<file path="src/rtl/red_pitaya_spi_xfer.sv">
// SPI transaction engine for the housekeeping ADC/DAC configuration buses.
// Shifts a header word and a data word out MSB-first. In a read transaction
// the data phase is captured from MISO and returned right-aligned.
//
// Optional feature macro: SPI_XFER_ABORT_EN adds an abort_i input that cuts
// a running transaction short (jump to GAP, done_o still pulses, read-back
// data left untouched).
//
// state | meaning
// ------+---------------------------------------------------------------
// IDLE  | waiting for start_i, CS high, clk follows registered idle cfg
// LEAD  | CS low for one half period, first MOSI bit already presented
// HDR   | header bits, two half periods each
// DAT   | data bits, MOSI driven on write, MISO sampled on read
// TRAIL | CS low for one half period after the last bit
// GAP   | CS high for one half period, then done_o and back to IDLE

module red_pitaya_spi_xfer (
    input  logic        clk_i,
    input  logic        rstn_i,
    input  logic        start_i,
`ifdef SPI_XFER_ABORT_EN
    input  logic        abort_i,
`endif
    input  logic [15:0] dat_wr_h_i,
    input  logic [15:0] dat_wr_l_i,
    output logic [15:0] dat_rd_l_o,
    input  logic        cfg_rw_i,
    input  logic [4:0]  cfg_h_lng_i,
    input  logic [4:0]  cfg_l_lng_i,
    input  logic [7:0]  cfg_clk_presc_i,
    input  logic        cfg_clk_idle_i,
    output logic        spi_cs_o,
    output logic        spi_clk_o,
    input  logic        spi_miso_i,
    output logic        spi_mosi_o,
    output logic        spi_mosi_t,
    output logic        busy_o,
    output logic        done_o
);

    localparam logic [2:0] ST_IDLE  = 3'd0;
    localparam logic [2:0] ST_LEAD  = 3'd1;
    localparam logic [2:0] ST_HDR   = 3'd2;
    localparam logic [2:0] ST_DAT   = 3'd3;
    localparam logic [2:0] ST_TRAIL = 3'd4;
    localparam logic [2:0] ST_GAP   = 3'd5;

    logic [2:0]  state;
    logic [7:0]  cnt;
    logic [7:0]  presc_q;
    logic        half;
    logic [3:0]  bit_idx;
    logic [15:0] h_q;
    logic [15:0] l_q;
    logic [15:0] rd_sh;
    logic [15:0] dat_rd_q;
    logic [4:0]  h_lng_q;
    logic [4:0]  l_lng_q;
    logic        rw_q;
    logic        idle_q;
    logic        idle_cfg_q;
    logic        aborted;
    logic        done_q;

    logic        tick;
    logic        abort_w;
    logic        in_xfer;
    logic [4:0]  h_lng_c;
    logic [4:0]  l_lng_c;
    logic [3:0]  h_top;
    logic [3:0]  l_top;
    logic        mosi_c;
    logic        drive_c;
    logic        clk_c;

`ifdef SPI_XFER_ABORT_EN
    assign abort_w = abort_i;
`else
    assign abort_w = 1'b0;
`endif

    // Lengths above 16 are clamped so the bit index never leaves the word.
    assign h_lng_c = (cfg_h_lng_i > 5'd16) ? 5'd16 : cfg_h_lng_i;
    assign l_lng_c = (cfg_l_lng_i > 5'd16) ? 5'd16 : cfg_l_lng_i;

    // Index of the MSB of each phase; a 4-bit wrap maps length 16 to bit 15.
    assign h_top = h_lng_q[3:0] - 4'd1;
    assign l_top = l_lng_q[3:0] - 4'd1;

    assign tick    = (cnt == presc_q);
    assign in_xfer = (state == ST_LEAD) || (state == ST_HDR) ||
                     (state == ST_DAT)  || (state == ST_TRAIL);

    // Sequencer: prescaler, phase/bit stepping, MISO capture and completion.
    always_ff @(posedge clk_i) begin
        if (!rstn_i) begin
            state      <= ST_IDLE;
            cnt        <= 8'd0;
            presc_q    <= 8'd0;
            half       <= 1'b0;
            bit_idx    <= 4'd0;
            h_q        <= 16'd0;
            l_q        <= 16'd0;
            rd_sh      <= 16'd0;
            dat_rd_q   <= 16'd0;
            h_lng_q    <= 5'd0;
            l_lng_q    <= 5'd0;
            rw_q       <= 1'b0;
            idle_q     <= 1'b1;
            idle_cfg_q <= 1'b1;
            aborted    <= 1'b0;
            done_q     <= 1'b0;
        end else begin
            idle_cfg_q <= cfg_clk_idle_i;
            done_q     <= 1'b0;

            // Counter is parked at 0 in IDLE; GAP's terminal count returns it there.
            if (state != ST_IDLE) begin
                cnt <= tick ? 8'd0 : cnt + 8'd1;
            end

            case (state)
                ST_IDLE: begin
                    if (start_i) begin
                        h_q     <= dat_wr_h_i;
                        l_q     <= dat_wr_l_i;
                        h_lng_q <= h_lng_c;
                        l_lng_q <= l_lng_c;
                        rw_q    <= cfg_rw_i;
                        presc_q <= cfg_clk_presc_i;
                        idle_q  <= cfg_clk_idle_i;
                        rd_sh   <= 16'd0;
                        aborted <= 1'b0;
                        half    <= 1'b0;
                        cnt     <= 8'd0;
                        state   <= ST_LEAD;
                    end
                end
                ST_LEAD: begin
                    if (tick) begin
                        half <= 1'b0;
                        if (h_lng_q != 5'd0) begin
                            state   <= ST_HDR;
                            bit_idx <= h_top;
                        end else if (l_lng_q != 5'd0) begin
                            state   <= ST_DAT;
                            bit_idx <= l_top;
                        end else begin
                            state <= ST_TRAIL;
                        end
                    end
                end
                ST_HDR: begin
                    if (tick) begin
                        half <= ~half;
                        if (half) begin
                            if (bit_idx == 4'd0) begin
                                if (l_lng_q != 5'd0) begin
                                    state   <= ST_DAT;
                                    bit_idx <= l_top;
                                end else begin
                                    state <= ST_TRAIL;
                                end
                            end else begin
                                bit_idx <= bit_idx - 4'd1;
                            end
                        end
                    end
                end
                ST_DAT: begin
                    if (tick) begin
                        half <= ~half;
                        // End of first half: clk returns to idle here, so MISO is taken now.
                        if (!half && rw_q) begin
                            rd_sh <= {rd_sh[14:0], spi_miso_i};
                        end
                        if (half) begin
                            if (bit_idx == 4'd0) begin
                                state <= ST_TRAIL;
                            end else begin
                                bit_idx <= bit_idx - 4'd1;
                            end
                        end
                    end
                end
                ST_TRAIL: begin
                    if (tick) begin
                        state <= ST_GAP;
                    end
                end
                ST_GAP: begin
                    if (tick) begin
                        state  <= ST_IDLE;
                        done_q <= 1'b1;
                        if (rw_q && !aborted) begin
                            dat_rd_q <= rd_sh;
                        end
                    end
                end
                default: begin
                    state <= ST_IDLE;
                end
            endcase

            // Abort overrides the normal step; GAP still runs its full half period.
            if (abort_w && in_xfer) begin
                state   <= ST_GAP;
                cnt     <= 8'd0;
                aborted <= 1'b1;
            end
        end
    end

    // Pin decode from the registered state: MOSI value, MOSI enable and SPI clock.
    always_comb begin
        mosi_c  = 1'b0;
        drive_c = 1'b0;
        clk_c   = idle_q;
        case (state)
            ST_IDLE: begin
                clk_c = idle_cfg_q;
            end
            ST_LEAD: begin
                drive_c = 1'b1;
                if (h_lng_q != 5'd0) begin
                    mosi_c = h_q[h_top];
                end else if (!rw_q && (l_lng_q != 5'd0)) begin
                    mosi_c = l_q[l_top];
                end
            end
            ST_HDR: begin
                drive_c = 1'b1;
                mosi_c  = h_q[bit_idx];
                clk_c   = half ? idle_q : ~idle_q;
            end
            ST_DAT: begin
                drive_c = ~rw_q;
                mosi_c  = ~rw_q & l_q[bit_idx];
                clk_c   = half ? idle_q : ~idle_q;
            end
            default: begin
                clk_c = idle_q;
            end
        endcase
    end

    assign spi_cs_o   = ~in_xfer;
    assign spi_clk_o  = clk_c;
    assign spi_mosi_o = mosi_c;
    assign spi_mosi_t = ~drive_c;
    assign busy_o     = (state != ST_IDLE);
    assign done_o     = done_q;
    assign dat_rd_l_o = dat_rd_q;

endmodule

</file>
<file path="config.mk">
export PLATFORM = sky130hd
export DESIGN_NAME = red_pitaya_spi_xfer
export DESIGN_NICKNAME = d
export VERILOG_FILES = /design/src/rtl/red_pitaya_spi_xfer.sv
export SDC_FILE = /design/constraint.sdc
export NUM_CORES = 1
export LEC_CHECK = 0
export ABC_AREA = 1
export BUFFER_PORTS_ARGS = -buffer_cell sky130_fd_sc_hd__buf_2
export CAP_MARGIN = 20
export CORE_MARGIN = 2
export CORE_UTILIZATION = 51
export DETAILED_ROUTE_END_ITERATION = 6
export GPL_TIMING_DRIVEN = 0
export PLACE_DENSITY = 0.76
export SYNTH_ARGS = -nofsm -noshare
export SYNTH_HDL_FRONTEND = slang
export SYNTH_SLANG_ARGS = --single-unit
</file>
<file path="constraint.sdc">
create_clock -name clk_i -period 1.98 [get_ports clk_i]
set_input_delay 0.495 -clock clk_i [delete_from_list [all_inputs] [get_ports clk_i]]
set_output_delay 0.495 -clock clk_i [all_outputs]
set_load 0.02 [all_outputs]
</file>
==> results.py, run 1 <==
metrics = {
    "layout": {
        "multi_input_area_sq_um": 2770,
        "layout_commonest_cell": "a21oi_1",
        "drive_gt1_share_pct": 26.4,
        "syn2layout_area_growth_pct": 23.2,
        "antenna_cells": 0,
        "n_fill_cell": 889,
        "ff_latch_area_sq_um": 2060,
        "stdcell_count": 961,
        "mostFrequentLayoutCells": "97 x a21oi_1, 96 x dfxtp_1, 87 x nand2_1",
        "nets": 885,
    },
    "worst_setup_path": {
        "cp_num_buf_inv": 3,
        "startpoint_type": "register",
        "arrival_ps": 1990,
        "path_max_fanout": 4,
        "crit_slowest_cell": "dfxtp_4",
        "critPathTopFamily": "simple AND/OR/NAND/NOR gates",
        "crit_required_ps": 1480,
        "worst-setup-path-type": "register to output port",
        "crit_chain": "inv_4 > ha_4 > inv_4 > a21oi_2 > o21ai_1 > nand3_1 > nand3b_1 > nand2_1 > nand2_1 > nand3_2 > nand2_2 > buf_6",
        "cp_slowest_stage_delay_ps": 380,
        "end_kind": "output port",
        "reg2reg_slack_ps": -10,
    },
    "timing": {
        "timing.final.crit_share_pct": 125,
        "fin_worst_skew_ps": 11.4,
        "fmax_mhz": 403,
        "min_period_ps": 2480,
        "maxSlewHeadroom_pct": 57.9,
        "finalHoldViolations": 0,
        "fin_hold_ws_ps": 304,
        "setup_ws_ps": -504,
        "worst_slew_pin_slew_ps": 632,
        "finalSetupViolCount": 5,
        "slew_viol_final": 0,
        "rsz0062_at_grt": "true",
    },
    "power": {
        "p_leak_nw": 2.71,
        "ir_drop_mv": 0.532,
        "power_density_nw_per_um2": 1400,
    },
    "run": {
        "cap_violations": 0,
    },
    "drt": {
        "routed.top_layer": "met4",
        "drtIter0Drc": 355,
        "viasPerCell": 5.43,
        "drt-total-wl_um": 14300,
        "dr_total_vias": 5223,
        "wl_met2_um": 6920,
        "met1Wirelength_um": 6020,
        "firstDrtPassIters": 6,
        "wl_met3_um": 998,
        "route.detailed.drc": 0,
        "antenna_left": 0,
        "wl_per_cell_um": 14.9,
    },
    "floorplanning": {
        "num_rows": 36,
        "die_area_sq_um": 10800,
        "die_height_um": 104,
        "core_sq_um": 9730,
        "die_w_um": 104,
        "boundaryPins": 78,
        "start_util_pct": 52.5,
    },
    "synthesis": {
        "ys.flop_type": "dfxtp_1",
        "syn_area_sq_um": 5100,
        "postSynthCellCount": 714,
        "synth_cell_types": 40,
        "ys_seq_area_share_pct": 40.0,
        "ys_ff_latch": 102,
        "synth_area_per_cell_sq_um": 7.15,
        "async_reset_ff_share_pct": 0,
        "syn-num-nets": 776,
        "ys_warn_count": 0,
        "synth_edf_count": 0,
    },
    "global_routing": {
        "grt_max_degree": 18,
        "track_usage_pct": 26.6,
        "grt_pass1_wl_um": 23500,
        "antenna_found_initial": 0,
        "globalRouteOverflowTotal": 0,
        "grt_pass1_vias": 5107,
    },
    "cts": {
        "insertion_delay_ps": 380,
        "cts_buffers": 9,
        "cts_tree": "built",
        "cts_root_buffer": "clkbuf_8",
        "htree_levels": 3,
        "cts_sinks": 102,
        "clockBufferDepth": 2,
        "clkTransAtPathRegs_ps": 100,
    },
    "run_status": {
        "status": "complete, but fails checks",
        "violations": "negative setup slack",
    },
    "placement": {
        "port_buffers": 77,
        "gp_congestion": 0.970,
        "hpwl_um": 10200,
        "placed_cells": 924,
    },
    "worst_hold_path": {
        "hp-class": "primary input to register",
    },
}
[per-stage QoR]
stage	setup TNS (ps)	utilization [%]	worst slack [ps]	instance area (sq um)	total power, W
after floorplan	0	-	1.08	5140	0.00575
after detailed placement	-971	58.5	-399	5690	0.00674
after global placement	-841	58.5	-380	5690	0.00661
final	-802	64.6	-504	6290	0.00878
after CTS	-733	63.1	-517	6140	0.00838
after global routing	-1940	64.6	-638	6290	0.00946
[per-layer routing]
layer / GRT usage [%] / up-vias
met2: 46.0 / 204
met5: 0 / -
li1: - / 2598
met4: 10.4 / 0
met3: 6.08 / 37
met1: 31.9 / 2384
[kinds of logic after synthesis]
family / after synthesis / synth area share, %
buffers and inverters: 117 / 9.37
XOR/XNOR: 9 / 1.54
AND/OR/NAND/NOR: 244 / 22.5
adder cells (fa/ha/maj): 6 / 1.47
AO/OA/AOI/OAI: 236 / 25.2
flip-flops: 102 / 40.0
[repair_timing]
item | CTS | global route
setup endpoints to repair | 9 | 21
gates cloned | 0 | 0
buffers inserted | 15 | 9
pin swaps | 14 | 14
resized for setup | 60 | 38
hold buffers | 0 | 0
[cell type report]
| cell class | count | share of cell area, % |
|---|---|---|
| well taps | 133 | 2.65 |
| plain buffers | 33 | 2.81 |
| clock inverters | 6 | 0.736 |
| clock buffers | 10 | 2.19 |
| repair buffers | 101 | 9.73 |
| flip-flops and latches | 102 | 32.8 |
| inverters | 81 | 5.13 |
| multi-input cells | 495 | 44.0 |
[synthesized netlist by cell type, types with 4 or more instances]
master / count / area share [%]
a21oi_1: 105 / 10
a21oi_2: 10 / 1.7
buf_2: 10 / 0.98
clkbuf_1: 20 / 1.5
dfxtp_1: 102 / 40
ha_1: 6 / 1.5
inv_1: 74 / 5.4
inv_2: 6 / 0.44
nand2_1: 90 / 6.6
nand2_2: 4 / 0.49
nand3_1: 32 / 3.1
nor2_1: 73 / 5.4
nor3_1: 15 / 1.5
nor3_2: 14 / 2.7
o211ai_1: 8 / 1.2
o21ai_0: 100 / 9.8
xnor2_1: 4 / 0.69
xor2_1: 5 / 0.86
[sequential cells by signal, summed over array words and instances (netlist names), 3 cells and up]
name        count
h_q            16
dat_rd_l_o     16
cnt             8
bit_idx         4
l_q            16
state           3
rd_sh          16
l_lng_q         5
presc_q         8
h_lng_q         5
[path summary, 6_finish.rpt]
check                           from                          end  cells after the start
min                   cfg_clk_idle_i        idle_cfg_q$_SDFF_PN1_                      3
max          h_lng_q[0]$_SDFFE_PN0P_                   spi_mosi_o                     12
max reg2reg    state[1]$_SDFFE_PN0P_      presc_q[7]$_SDFFE_PN0P_                     10
min reg2reg   rd_sh[15]$_SDFFE_PN0P_  dat_rd_l_o[15]$_SDFFE_PN0P_                      2
[power by group]
group          switching [W]  internal [W]  total [W]
clock network       0.000735      0.000498    0.00123
logic                0.00282       0.00180    0.00462
registers           0.000400       0.00252    0.00292
[worst min-delay path, stage by stage]
cell	delay [ps]
buf_2	80
inv_1	40
nand2_1	40
(Power assumes the default switching activity.)
==> run 2, diff against run 1 <==
--- a/config.mk
+++ b/config.mk
@@ -13,6 +13,7 @@
 export DETAILED_ROUTE_END_ITERATION = 6
 export GPL_TIMING_DRIVEN = 0
 export PLACE_DENSITY = 0.76
+export SETUP_SLACK_MARGIN = 0.1
 export SYNTH_ARGS = -nofsm -noshare
 export SYNTH_HDL_FRONTEND = slang
 export SYNTH_SLANG_ARGS = --single-unit
==> run 2 against run 1 <==
Global-route usage rose by 0.19 points. Sequential power barely moved. Register-to-register slack improved by 150 ps. Largest cell class unchanged. Largest power group unchanged. Cell count did not move. Highest routed layer unchanged. Clock skew barely moved. Clock power rose by 20%. Via count rose by 4.3%. The flow still finishes with violations (negative setup slack). Critical path depth rose by 1. Clock-buffer cell count fell by 1. Hold slack improved by 12 ps. Sequential share of layout area fell by 0.86 points. Flip-flop and latch count did not move.
==> results.py, run 2 (same netlist as run 1, synthesis figures left out) <==
metrics = {
    "layout": {
        "drive_gt1_share_pct": 27.9,
        "ff_latch_area_sq_um": 2060,
        "syn2layout_area_growth_pct": 26.5,
        "nets": 885,
        "mostFrequentLayoutCells": "96 x a21oi_1, 95 x dfxtp_1, 86 x o21ai_0",
        "antenna_cells": 0,
        "fin_area_sq_um": 6450,
        "final_core_util_pct": 66.3,
        "layout_commonest_cell": "a21oi_1",
        "n_fill_cell": 835,
        "multi_input_area_sq_um": 2850,
        "stdcell_count": 961,
    },
    "timing": {
        "timing.final.crit_share_pct": 127,
        "rsz0062_at_grt": "true",
        "maxSlewHeadroom_pct": 55.0,
        "finalHoldViolations": 0,
        "worst_slew_pin_slew_ps": 675,
        "fmax_mhz": 397,
        "finalSetupViolCount": 4,
        "fin_hold_ws_ps": 316,
        "slew_viol_final": 0,
        "fin_worst_skew_ps": 11.8,
        "setup_ws_ps": -537,
        "min_period_ps": 2520,
    },
    "cts": {
        "clkTransAtPathRegs_ps": 110,
        "cts_sinks": 102,
        "cts_hold_buffers": 0,
        "insertion_delay_ps": 370,
        "cts_buffers": 9,
        "clockBufferDepth": 2,
        "cts_root_buffer": "clkbuf_8",
        "htree_levels": 3,
        "cts_tree": "built",
    },
    "worst_setup_path": {
        "arrival_ps": 2020,
        "end_kind": "output port",
        "crit_required_ps": 1480,
        "worst-setup-path-type": "register to output port",
        "path_max_fanout": 6,
        "startpoint_type": "register",
    },
    "drt": {
        "viasPerCell": 5.67,
        "firstDrtPassIters": 5,
        "wl_per_cell_um": 15.9,
        "route.detailed.drc": 0,
        "drtIter0Drc": 413,
        "antenna_left": 0,
        "dr_total_vias": 5450,
        "drt-total-wl_um": 15300,
    },
    "floorplanning": {
        "die_height_um": 104,
        "die_w_um": 104,
        "core_sq_um": 9730,
        "die_area_sq_um": 10800,
        "num_rows": 36,
        "start_util_pct": 52.5,
        "boundaryPins": 78,
    },
    "global_routing": {
        "grt_pass1_vias": 5147,
        "grt_pass1_wl_um": 23900,
        "track_usage_pct": 26.7,
        "grt_max_degree": 18,
        "antenna_found_initial": 0,
        "globalRouteOverflowTotal": 0,
    },
    "placement": {
        "placed_cells": 924,
        "gp_congestion": 0.965,
        "hpwl_um": 10300,
        "place_area_sq_um": 5720,
        "port_buffers": 77,
    },
    "run_status": {
        "status": "complete, but fails checks",
        "violations": "negative setup slack",
    },
    "power": {
        "p_total_w": 0.00928,
        "p_leak_nw": 2.76,
        "ir_drop_mv": 0.578,
        "power_density_nw_per_um2": 1440,
    },
    "run": {
        "cap_violations": 0,
    },
    "worst_hold_path": {
        "hp-class": "primary input to register",
    },
}
[run 2: worst paths after layout]
check / start / endpoint / slack [ps] / cells after the start
min: cfg_clk_idle_i / idle_cfg_q$_SDFF_PN1_ / 320 / 3
min reg2reg: rd_sh[11]$_SDFFE_PN0P_ / dat_rd_l_o[11]$_SDFFE_PN0P_ / 470 / 2
max reg2reg: state[2]$_SDFFE_PN0P_ / l_q[15]$_SDFFE_PN0P_ / 140 / 9
max: l_lng_q[0]$_SDFFE_PN0P_ / spi_mosi_o / -540 / 13
[run 2: final cells by class]
cell class	count	area share, %
buffer	36	3.37
clock buffer	9	1.92
clock inverter	7	1.47
inverter	81	5.29
multi-input combinational	495	44.1
sequential	102	31.9
tap	133	2.58
timing repair buffer	98	9.33
[run 2: power breakdown]
| group | internal (W) | leakage, nW | switching, W |
|---|---|---|---|
| sequential | 0.00252 | 0.840 | 0.000383 |
| combinational | 0.00186 | 1.81 | 0.00304 |
| clock | 0.000717 | 0.110 | 0.000761 |
[run 2: layer usage]
metal  global-route usage, %  share of wire [%]  routed length (um)
met1                    33.3                 41                6230
met2                    46.4                 49                7500
met3                    3.82                6.8                1030
met4                    10.9                3.2                 489
met5                       0                  0                   0
[run 2: metrics by stage]
stage / setup TNS, ps / setup WS, ps
2_1_floorplan: 0 / 69.2
3_3_place_gp: -831 / -317
3_5_place_dp: -886 / -367
4_1_cts: -513 / -513
5_1_grt: -1030 / -642
6_report: -777 / -537
[run 2: worst max-delay path, cell delays in order (launching register included)]
cell	delay, ps
dfxtp_2	330
clkbuf_8	120
inv_4	40
ha_4	310
inv_4	60
a21oi_2	110
o21ai_1	80
nand3_1	80
nand3b_1	100
nand3_2	80
nand2_2	50
nand3_2	70
nand2_2	70
buf_6	130
[run 2: timing repair]
| item | 4_1_cts | 5_1_grt |
|---|---|---|
| buffers inserted | 13 | 9 |
| resized for setup | 67 | 50 |
| pin swaps | 14 | 20 |
| endpoints found under the setup margin | 19 | 41 |
==> run 3, diff against run 2 <==
--- a/config.mk
+++ b/config.mk
@@ -9,10 +9,11 @@
 export BUFFER_PORTS_ARGS = -buffer_cell sky130_fd_sc_hd__buf_2
 export CAP_MARGIN = 20
 export CORE_MARGIN = 2
-export CORE_UTILIZATION = 51
+export CORE_UTILIZATION = 58
 export DETAILED_ROUTE_END_ITERATION = 6
 export GPL_TIMING_DRIVEN = 0
-export PLACE_DENSITY = 0.76
+export PLACE_DENSITY = 0.81
+export RECOVER_POWER = 100
 export SETUP_SLACK_MARGIN = 0.1
 export SYNTH_ARGS = -nofsm -noshare
 export SYNTH_HDL_FRONTEND = slang
==> constraint.sdc (replaced) <==
create_clock -name clk_i -period 2.95 [get_ports clk_i]
set_input_delay 0.7375 -clock clk_i [delete_from_list [all_inputs] [get_ports clk_i]]
set_output_delay 0.7375 -clock clk_i [all_outputs]
set_load 0.02 [all_outputs]
==> run 3 against run 2 <==
Sequential share of layout area grew 2.8 points. Largest power group unchanged. Clock power fell by 42%. The flow now finishes without violations. Total power decreased by 41%. Routed wire length is 6.4% lower. Utilization is 2.0 points higher. Combinational power decreased by 44%. Cell count decreased by 4.4%. Register-to-register slack improved by 110 ps. Highest routed layer unchanged. Via count down 3.9%. Largest cell class unchanged. Critical path depth unchanged. Flip-flop and latch count did not move.
==> results.py, run 3 (same netlist as run 1, synthesis figures left out) <==
metrics = {
    "worst_setup_path": {
        "crit_slowest_cell": "dfxtp_2",
        "crit_required_ps": 2210,
        "crit_chain": "buf_8 > inv_8 > ha_4 > inv_4 > a21oi_2 > o21ai_1 > nand3_1 > nand3b_1 > nand3_2 > nand2_1 > nand3_2 > nand2_2 > buf_6",
        "worst-setup-path-type": "register to output port",
        "arrival_ps": 2070,
        "path_max_fanout": 5,
        "startpoint_type": "register",
        "cp_slowest_stage_delay_ps": 360,
        "timing.rr.start": "state[1]$_SDFFE_PN0P_",
        "cp_num_buf_inv": 4,
        "critPathTopFamily": "simple AND/OR/NAND/NOR gates",
        "critPathMostFrequentCell": "nand3_2",
        "end_kind": "output port",
        "setup.worst_path.start": "l_lng_q[0]$_SDFFE_PN0P_",
    },
    "power": {
        "p_comb_share_pct": 49.5,
        "p_leak_nw": 2.47,
        "power_density_nw_per_um2": 933,
        "switching_share_pct": 46.2,
        "p_int_w": 0.00296,
        "p_switching_w": 0.00255,
        "power_frac_clock_pct": 15.7,
        "p_total_w": 0.00551,
        "seq_power_share_pct": 34.9,
        "ir_drop_mv": 0.419,
    },
    "layout": {
        "antenna_cells": 0,
        "stdcell_count": 919,
        "nets": 868,
        "fin_area_sq_um": 5900,
        "drive_gt1_share_pct": 18.0,
        "mostFrequentLayoutCells": "99 x a21oi_1, 99 x dfxtp_1, 93 x o21ai_0",
        "syn2layout_area_growth_pct": 15.7,
    },
    "placement": {
        "place_area_sq_um": 5620,
        "gp_congestion": 0.934,
        "placed_cells": 899,
        "hpwl_um": 10300,
        "port_buffers": 77,
    },
    "floorplanning": {
        "start_util_pct": 59.1,
        "num_rows": 34,
        "core_sq_um": 8640,
        "die_w_um": 97.8,
        "boundaryPins": 78,
        "die_height_um": 97.8,
        "die_area_sq_um": 9570,
    },
    "cts": {
        "cts_buffers": 9,
        "cts_sinks": 102,
        "cts_tree": "built",
        "insertion_delay_ps": 380,
        "clkTransAtPathRegs_ps": 110,
        "clockBufferDepth": 2,
        "cts_hold_buffers": 0,
        "htree_levels": 3,
        "cts_root_buffer": "clkbuf_8",
    },
    "global_routing": {
        "grt_pass1_wl_um": 23500,
        "track_usage_pct": 30.0,
        "antenna_found_initial": 0,
        "grt_max_degree": 19,
        "globalRouteOverflowTotal": 0,
        "grt_pass1_vias": 5024,
    },
    "timing": {
        "fmax_mhz": 356,
        "rsz0062_at_grt": "true",
        "fin_worst_skew_ps": 15.5,
        "min_period_ps": 2810,
        "maxSlewHeadroom_pct": 15.6,
        "finalSetupViolCount": 0,
        "worst_slew_pin_slew_ps": 1260,
        "finalHoldViolations": 0,
        "slew_viol_final": 0,
        "timing.final.crit_share_pct": 95.1,
    },
    "run": {
        "cap_violations": 0,
    },
    "drt": {
        "firstDrtPassIters": 5,
        "wl_per_cell_um": 15.5,
        "dr_total_vias": 5239,
        "route.detailed.drc": 0,
        "drtIter0Drc": 333,
        "drt-total-wl_um": 14300,
        "antenna_left": 0,
        "viasPerCell": 5.70,
    },
    "run_status": {
        "status": "completed",
    },
    "worst_hold_path": {
        "hp-class": "register to register",
        "hp-start": "rd_sh[15]$_SDFFE_PN0P_",
    },
}
[run 3: final timing paths]
path / to / slack (ps) / depth (start not counted)
setup / recovery: spi_mosi_o / 140 / 13
hold / removal: dat_rd_l_o[15]$_SDFFE_PN0P_ / 460 / 2
setup reg to reg: rd_sh[6]$_SDFFE_PN0P_ / 250 / 8
hold reg to reg: dat_rd_l_o[15]$_SDFFE_PN0P_ / 460 / 2
[run 3: per-stage QoR]
stage          TNS [ps]  hold slack (ps)  setup slack (ps)  util [%]
2_1_floorplan         0              423               477         -
3_3_place_gp      -17.0              446             -17.0      65.1
3_5_place_dp      -81.5              447             -81.5      65.1
4_1_cts               0              469               119      68.4
5_1_grt               0              502              68.9      68.4
6_report              0              465               144      68.4
[run 3: area by class of cell]
cell class / count / area (sq um)
timing repair buffer: 82 / 407
inverter: 81 / 317
sequential: 102 / 2050
buffer: 35 / 178
multi-input combinational: 495 / 2630
clock inverter: 6 / 52.6
fill: 771 / 2730
clock buffer: 10 / 138
tap: 108 / 135
[run 3: metal layers]
layer,global-route usage [%],vias up,share of wire [%]
met4,10.1,0,2.7
met2,52.8,188,48
met1,36.7,2446,42
met3,6.01,38,6.7
li1,-,2567,-
met5,0,-,0
[run 3: power by group through the flow]
stage	Clock [W]	Combinational [W]	Sequential [W]
floorplan	0	0.00196	0.00188
global placement	0	0.00251	0.00193
detailed placement	0	0.00258	0.00193
CTS	0.000873	0.00267	0.00191
global route	0.000918	0.00304	0.00195
finish	0.000863	0.00273	0.00192
[run 3: worst reg2reg max path, stage by stage, from the launching register on]
cell     delay (ps)
dfxtp_1         450
inv_2            70
nor2_2          350
nand2_4         130
o31ai_1        1020
nand2_4         150
buf_6           210
a21oi_2         130
nor3_2           40
[run 3: what timing repair did]
action | in CTS | in global routing
setup buffers | 3 | 2
pin swaps | 2 | 11
setup endpoints to repair | 1 | 1
resized for setup | 21 | 36
